$ cat config.mk
export PLATFORM = sky130hd
export DESIGN_NAME = seg7_scan_driver
export DESIGN_NICKNAME = d
export VERILOG_FILES = /design/src/rtl/seg7_scan_driver.sv
export SDC_FILE = /design/constraint.sdc
export NUM_CORES = 1
export LEC_CHECK = 0
export ABC_AREA = 0
export CORE_UTILIZATION = 45
export DETAILED_ROUTE_END_ITERATION = 8
export PLACE_DENSITY = 0.64
export SETUP_SLACK_MARGIN = 0.4
export SLEW_MARGIN = 0
export SYNTH_ARGS = -nofsm -noshare
export SYNTH_HDL_FRONTEND = slang
export SYNTH_SLANG_ARGS = --single-unit
$ cat constraint.sdc
create_clock -name clk -period 2.85 [get_ports clk]
set_input_delay 0.4275 -clock clk [delete_from_list [all_inputs] [get_ports clk]]
set_output_delay 0.4275 -clock clk [all_outputs]
set_load 0.02 [all_outputs]
$ cat src/rtl/seg7_scan_driver.sv
// Time-multiplexed N-digit common-anode 7-segment driver with a shadow value register.
// Optional leading-zero blanking is compiled in when SEG_LZB_EN is defined.
module seg7_scan_driver #(
    parameter int N_DIGITS      = 4,
    parameter int REFRESH_DIV   = 50000,
    parameter bit AN_ACTIVE_LOW = 1'b1
) (
    input  logic                    clk,
    input  logic                    rst_n,
    input  logic                    load,
    input  logic [4*N_DIGITS-1:0]   value,
    input  logic                    enable,
    output logic [6:0]              seg,
    output logic [N_DIGITS-1:0]     an,
    output logic                    frame_tick
);

    localparam int PW = (REFRESH_DIV > 1) ? $clog2(REFRESH_DIV) : 1;
    localparam int IW = (N_DIGITS > 1) ? $clog2(N_DIGITS) : 1;
    localparam logic [PW-1:0]       PRESC_LAST = PW'(REFRESH_DIV - 1);
    localparam logic [IW-1:0]       IDX_LAST   = IW'(N_DIGITS - 1);
    localparam logic [N_DIGITS-1:0] AN_OFF     = AN_ACTIVE_LOW ? {N_DIGITS{1'b1}} : {N_DIGITS{1'b0}};
    localparam logic [6:0]          SEG_BLANK  = 7'h7F;

    logic [4*N_DIGITS-1:0] shadow_reg, shadow_next;
    logic [PW-1:0]         presc_reg, presc_next;
    logic [IW-1:0]         idx_reg, idx_next;
    logic [6:0]            seg_reg, seg_next;
    logic [N_DIGITS-1:0]   an_reg, an_next;
    logic                  tick_reg, tick_next;

    logic [3:0]            nib [N_DIGITS];
    logic [N_DIGITS-1:0]   onehot;
    logic [3:0]            cur_nib;
    logic                  cur_blank;

    function automatic logic [6:0] dec(input logic [3:0] n);
        case (n)
            4'h0: dec = 7'h40;  4'h1: dec = 7'h79;  4'h2: dec = 7'h24;  4'h3: dec = 7'h30;
            4'h4: dec = 7'h19;  4'h5: dec = 7'h12;  4'h6: dec = 7'h02;  4'h7: dec = 7'h78;
            4'h8: dec = 7'h00;  4'h9: dec = 7'h10;  4'hA: dec = 7'h08;  4'hB: dec = 7'h03;
            4'hC: dec = 7'h46;  4'hD: dec = 7'h21;  4'hE: dec = 7'h06;  default: dec = 7'h0E;
        endcase
    endfunction

    generate
        for (genvar gi = 0; gi < N_DIGITS; gi++) begin : g_digit
            assign nib[gi]    = shadow_reg[4*gi +: 4];
            assign onehot[gi] = (idx_reg == IW'(gi));
        end
    endgenerate

`ifdef SEG_LZB_EN
    // lz[k] is set when nibbles k..N_DIGITS-1 of the shadow are all zero.
    logic [N_DIGITS-1:0] lz;
    generate
        for (genvar gi = 0; gi < N_DIGITS; gi++) begin : g_lz
            if (gi == N_DIGITS - 1) begin : g_top
                assign lz[gi] = (nib[gi] == 4'h0);
            end else begin : g_mid
                assign lz[gi] = (nib[gi] == 4'h0) && lz[gi+1];
            end
        end
    endgenerate
`endif

    always_comb begin
        cur_nib   = 4'h0;
        cur_blank = 1'b0;
        for (int k = 0; k < N_DIGITS; k++) begin
            if (idx_reg == IW'(k)) begin
                cur_nib = nib[k];
`ifdef SEG_LZB_EN
                cur_blank = (k != 0) && lz[k];
`endif
            end
        end
    end

    always_comb begin
        shadow_next = load ? value : shadow_reg;
        presc_next  = presc_reg;
        idx_next    = idx_reg;
        tick_next   = 1'b0;
        seg_next    = SEG_BLANK;
        an_next     = AN_OFF;
        if (enable) begin
            if (presc_reg == PRESC_LAST) begin
                presc_next = '0;
                idx_next   = (idx_reg == IDX_LAST) ? '0 : idx_reg + 1'b1;
                tick_next  = (idx_reg == IDX_LAST);
            end else begin
                presc_next = presc_reg + 1'b1;
            end
            // Outputs reflect idx/shadow as they were before this edge.
            seg_next = cur_blank ? SEG_BLANK : dec(cur_nib);
            an_next  = AN_ACTIVE_LOW ? ~onehot : onehot;
        end
    end

    always_ff @(posedge clk) begin
        if (!rst_n) begin
            shadow_reg <= '0;
            presc_reg  <= '0;
            idx_reg    <= '0;
            seg_reg    <= SEG_BLANK;
            an_reg     <= AN_OFF;
            tick_reg   <= 1'b0;
        end else begin
            shadow_reg <= shadow_next;
            presc_reg  <= presc_next;
            idx_reg    <= idx_next;
            seg_reg    <= seg_next;
            an_reg     <= an_next;
            tick_reg   <= tick_next;
        end
    end

    assign seg        = seg_reg;
    assign an         = an_reg;
    assign frame_tick = tick_reg;

endmodule
==> results.toml, run 1 <==
[global_routing]
grt_use_total_pct = 18.1
grt_antenna_before_repair = 0
grt_first_pass_wirelength_microns = 7160
grt_max_degree = 17
overflow = 0
grt_pass1_vias = 1518

[sta]
finalHoldViolations = 0
fin_crit_sh_pct = 81.4
rsz0062_at_grt = "false"
setup_tns_ns = 0
period_needed_ns = 2.32
hold_slack_ns = 0.512
max_freq_mhz = 431
finalSetupViolCount = 0
fin_skew_ns = 0.00302
worstMarginPinSlew_ns = 0.614
drv_slew = 0
relSlewSlack_pct = 58.8
setup_ws_ns = 0.531

[worst_hold_path]
min_delay_path_depth = 2
holdPathEnd = "idx_reg[0]"
min-delay-start = "idx_reg[0]"
worstHoldPathType = "reg -> reg"

[power_and_ir_drop]
irDropWorstVdd_mv = 0.285
powerDensity_nw_per_um2 = 458
leakage_nw = 1.03

[die]
num_rows = 24
die_area_sq_um = 5030
ios = 32
initial_core_util_pct = 48.1
fp.coreArea_sq_um = 4440
fp.dieH_microns = 70.9
dieWidth_microns = 70.9

[critical_path]
start_kind = "register"
r2r-end = "seg[3]"
path_class = "reg -> reg"
crit_arrival_ns = 2.48
end_kind = "register"
ff2ff_path_depth = 9
reg2reg_from = "idx_reg[1]"
cp_cell_sequence = "inv_1 -> ha_1 -> nand3b_1 -> a221oi_2 -> inv_2 -> ha_1 -> nor2_1 -> a2111oi_1 -> a41oi_1"
slowest_stage = "dfxtp_1"
crit_top_cell = "ha_1"
rrSetupSlack_ns = 0.53
crit_fanout = 9
max_stage_delay_ns = 0.38
crit_required_ns = 3.01

[yosys]
synth_top_area_share_pct = 43.1
syn_nets = 258
synth_most_common_cell = "dfxtp_1"
syn_inst = 227
ys_seq_area_share_pct = 43.1
ys_types = 39
netlist_area_sq_um = 2140
yosys_register_bits = 46
syn_avg_cell_area_sq_um = 9.41
synth_edf_count = 0
yosys_warnings = 0
synth_common_cells = "dfxtp_1, nor2_1, nor2b_1"
synth_area_leaders = "dfxtp_1, mux2i_1, ha_1, nor2b_1, xor2_1"
ys_async_sr_fraction_pct = 0
ys_dominant_reg_cell = "dfxtp_1"
yosysTopAreaCell = "dfxtp_1"

[drt]
drc_errors = 0
vias_per_cell = 5.28
first_iter_violations = 93
detail-route-antenna-nets = 0
wire_per_inst_microns = 13.4
via_count = 1657
drt-pass1-iter-count = 6
routed_wl_microns = 4220

[cts]
cts_hold_buffers = 0
cts_root_buffer = "clkbuf_8"
insertion_delay_ns = 0.29
cts.sinks = 46
clock_path_buffers = 2
cts_buffers = 5
htree_num_levels = 2
cts.clk_slew.worst_paths_ns = 0.08
tritoncts = "yes"

[run_status]
status = "completed"

[placed_design]
place_hpwl_microns = 3020
gp_congestion = 0.820
post-place-ws_ns = 0.466
numPortBuffers = 31

[cells_and_area]
layout-drive-gt1-share_pct = 8.40
nNetsFinal = 293
insertedDiodeCount = 0
syn2layout_area_growth_pct = 22.5

[job]
drv_cap = 0
## per-stage QoR
| step | power [mW] | area (sq um) | cells | util, % |
|---|---|---|---|---|
| 2_1_floorplan | 0.773 | 2140 | 227 | - |
| 3_3_place_gp | 0.836 | 2510 | 305 | 56.5 |
| 3_5_place_dp | 0.836 | 2510 | 305 | 56.5 |
| 4_1_cts | 1.20 | 2590 | 312 | 58.2 |
| 5_1_grt | 1.25 | 2620 | 314 | 58.9 |
| 6_report | 1.20 | 2620 | 314 | 58.9 |
## report_power, final
part / leakage (nW) / internal (mW) / switching, mW
registers: 0.376 / 0.666 / 0.0140
logic: 0.609 / 0.0784 / 0.0664
clock network: 0.0438 / 0.165 / 0.208
total: 1.03 / 0.909 / 0.289
## worst max path at each step
stage,depth (start not counted),slack [ns],to,from
6_report,9,0.53,seg[3],idx_reg[1]
5_1_grt,9,0.32,seg[3],idx_reg[1]
4_1_cts,9,0.46,seg[3],idx_reg[1]
2_1_floorplan,10,0.43,seg[3],idx_reg[1]
3_5_place_dp,9,0.47,seg[3],idx_reg[1]
3_3_place_gp,9,0.58,seg[3],idx_reg[1]
## repair_timing
item                       CTS  global route
buffers inserted             0             2
resized for setup            0             5
setup endpoints to repair    0             5
## routing by layer
layer	vias to the layer above	GRT usage, %	part of all wire [%]
li1	856	-	-
met1	748	26.1	53
met2	45	26.8	41
met3	8	4.27	4.3
met4	0	6.00	1.3
met5	-	0	0
## kinds of logic after synthesis
group	synth area share, %
AOI/OAI and AO/OA	7.73
adders and majority gates	6.44
DFF	43.1
buffers and inverters	3.45
and+or+nand+nor	24.2
xor gates and xnor gates	6.15
muxes	8.90
## cells in the final DEF (no fill, tap or decap), drive strengths merged, types with 5 or more instances in the layout
master / n
a21oi: 5
buf: 8
clkbuf: 5
clkdlybuf4s50: 31
dfxtp: 46
ha: 11
inv: 7
mux2i: 19
nand2: 19
nand3: 8
nand4: 6
nor2: 20
nor2b: 20
o221ai: 5
xor2: 11
## area by class of cell
cell class | count | area (sq um)
fillers | 406 | 1830
multi-input cells | 163 | 1160
flip-flops and latches | 46 | 921
repair buffers | 39 | 370
clock buffers | 5 | 68.8
well taps | 52 | 65.1
inverters | 7 | 26.3
clock inverters | 2 | 10.0
## critical path: cells and delay by family (launching register included)
family	cells	cell delay [ns]
compound gates	3	0.76
fa+ha+maj	2	0.59
flops	1	0.38
simple gates	2	0.27
buf+inv	2	0.19
(Power assumes the default switching activity.)
==> inputs of run 2 (changes only) <==
--- a/config.mk
+++ b/config.mk
@@ -8,7 +8,7 @@
 export ABC_AREA = 0
 export CORE_UTILIZATION = 45
 export DETAILED_ROUTE_END_ITERATION = 8
-export PLACE_DENSITY = 0.64
+export PLACE_DENSITY = 0.67
 export SETUP_SLACK_MARGIN = 0.4
 export SLEW_MARGIN = 0
 export SYNTH_ARGS = -nofsm -noshare
==> constraint.sdc (replaced) <==
create_clock -name clk -period 2 [get_ports clk]
set_input_delay 0.3 -clock clk [delete_from_list [all_inputs] [get_ports clk]]
set_output_delay 0.3 -clock clk [all_outputs]
set_load 0.02 [all_outputs]
==> run 2 against run 1 <==
Compared with the run above: the flow now finishes with violations (design-rule violations); sequential power up 42%; critical path depth stayed put; largest power group unchanged; die area is the same; cell area is 19% higher; power grew 57%.
==> results.toml, run 2 (synthesis gave the netlist of run 1 again) <==
[power_and_ir_drop]
leakage_nw = 1.17
seqPwrFrac_pct = 51.3
pwr-share-comb_pct = 13.6
internal_power_mw = 1.43
netSwitchingFraction_pct = 24.0
p_switching_mw = 0.451
irDropWorstVdd_mv = 0.520
powerDensity_nw_per_um2 = 605
p_clk_share_pct = 35.1

[critical_path]
path_depth = 9
ff2ff_path_depth = 9
r2r-end = "seg[3]"
reg2reg_from = "idx_reg[1]"
critPathLaunch = "idx_reg[1]"
crit_arrival_ns = 2.11
cp_cell_sequence = "inv_2 -> ha_4 -> nand3b_1 -> a221oi_2 -> inv_1 -> ha_1 -> nor2_1 -> a2111oi_2 -> a41oi_1"
slowest_stage = "dfxtp_4"
crit_required_ns = 2.16
cp_num_buf_inv = 2
start_kind = "register"
rrSetupSlack_ns = 0.06
max_stage_delay_ns = 0.37
cp_top_family = "compound AO/OA/AOI/OAI gates"
end_kind = "register"
path_class = "reg -> reg"
crit_end = "seg[3]"
crit_fanout = 6

[die]
ios = 32
initial_core_util_pct = 48.1
die_area_sq_um = 5030
fp.coreArea_sq_um = 4440
dieWidth_microns = 70.9
fp.dieH_microns = 70.9
num_rows = 24

[drt]
drc_errors = 2
drt-pass1-iter-count = 8
vias_per_cell = 5.21
detail-route-antenna-nets = 0
via_count = 1757
first_iter_violations = 84
routed_wl_microns = 4830
wire_per_inst_microns = 14.3

[cells_and_area]
insertedDiodeCount = 0
seqCellArea_sq_um = 936
multi_input_area_sq_um = 1420
layout-drive-gt1-share_pct = 30.2
syn2layout_area_growth_pct = 45.7
fillCellCount = 339
nNetsFinal = 315
mostFrequentLayoutCells = "dfxtp_1, clkdlybuf4s50_1, buf_4"
fin_area_sq_um = 3110
layout_commonest_cell = "dfxtp_1"

[cts]
cts_hold_buffers = 0
cts.sinks = 46
cts_root_buffer = "clkbuf_8"
clock_path_buffers = 2
htree_num_levels = 2
cts_buffers = 5
insertion_delay_ns = 0.30
tritoncts = "yes"
cts.clk_slew.worst_paths_ns = 0.08

[sta]
hold_slack_ns = 0.523
finalSetupViolCount = 0
fin_crit_sh_pct = 97.1
drv_slew = 0
rsz0062_at_grt = "true"
relSlewSlack_pct = 70.9
max_freq_mhz = 515
fin_skew_ns = 0.00540
worstMarginPinSlew_ns = 0.437
period_needed_ns = 1.94
finalHoldViolations = 0

[placed_design]
place_hpwl_microns = 3170
numPortBuffers = 31
gp_congestion = 0.807
placed_cell_area_sq_um = 2640

[global_routing]
grt_use_total_pct = 20.6
grt_antenna_before_repair = 0
overflow = 0
grt_first_pass_wirelength_microns = 8000
grt_max_degree = 17
grt_pass1_vias = 1712

[worst_hold_path]
worstHoldPathType = "reg -> reg"

[run_status]
status = "finished with violations"
violations = "design-rule violations"

[job]
drv_cap = 0
[run 2: changes by cell type in the layout (fill, tap and decap cells not counted), sizes merged]
cell / previous run / this run
buf: 8 / 29
clkbuf: 5 / 8
clkinv: 2 / 0
nand2: 19 / 20
[run 2: timing repair]
action / 4_1_cts / 5_1_grt
setup buffers: 8 / 2
pin swaps: 12 / 3
endpoints found under the setup margin: 25 / 25
gates resized for setup: 45 / 26
gates cloned: 1 / 0
[run 2: layout make-up]
cell class,instances,area share [%]
flip-flops and latches,46,30.1
clock buffers,8,3.54
repair buffers,60,17.8
well taps,52,2.09
inverters,7,0.924
multi-input cells,164,45.6
[run 2: metal layers]
metal / share of wire [%] / global-route usage, % / up-vias / wire (microns)
li1: - / - / 902 / -
met1: 47 / 26.8 / 804 / 2250
met2: 48 / 33.5 / 43 / 2330
met4: 1.6 / 7.56 / 0 / 76
met5: 0 / 0 / - / 0
met3: 3.6 / 4.70 / 8 / 173
[run 2: worst min-delay path by stage]
stage                      start            to  slack (ns)  depth (start not counted)
floorplan           presc_reg[5]  presc_reg[5]        0.47                          2
global placement      idx_reg[0]    idx_reg[0]        0.48                          2
detailed placement    idx_reg[0]    idx_reg[0]        0.49                          2
CTS                   idx_reg[0]    idx_reg[0]        0.52                          2
global route          idx_reg[0]    idx_reg[0]        0.56                          2
finish                idx_reg[0]    idx_reg[0]        0.52                          2
[run 2: tightest hold or removal path, stage by stage (launching register included)]
cell	delay, ns
dfxtp_4	0.38
nand2_1	0.06
a21boi_1	0.05
[run 2: power groups by stage]
| stage | logic [mW] | registers [mW] | clock network (mW) |
|---|---|---|---|
| global route | 0.276 | 0.970 | 0.705 |
| detailed placement | 0.216 | 0.990 | 0 |
| CTS | 0.241 | 0.968 | 0.667 |
| global placement | 0.214 | 0.990 | 0 |
| floorplan | 0.108 | 0.998 | 0 |
| finish | 0.255 | 0.966 | 0.660 |
[run 2: per-stage QoR]
step,std cells,TNS (ns),utilization [%],power (mW),setup WS (ns)
after global placement,318,-0.00163,59.5,1.20,-0.00163
after global routing,337,-0.104,70.0,1.95,-0.0518
after detailed placement,318,-0.104,59.5,1.21,-0.0963
after floorplan,227,-0.203,-,1.11,-0.173
after CTS,335,0,67.5,1.87,0.0395
final,337,0,70.0,1.88,0.0586
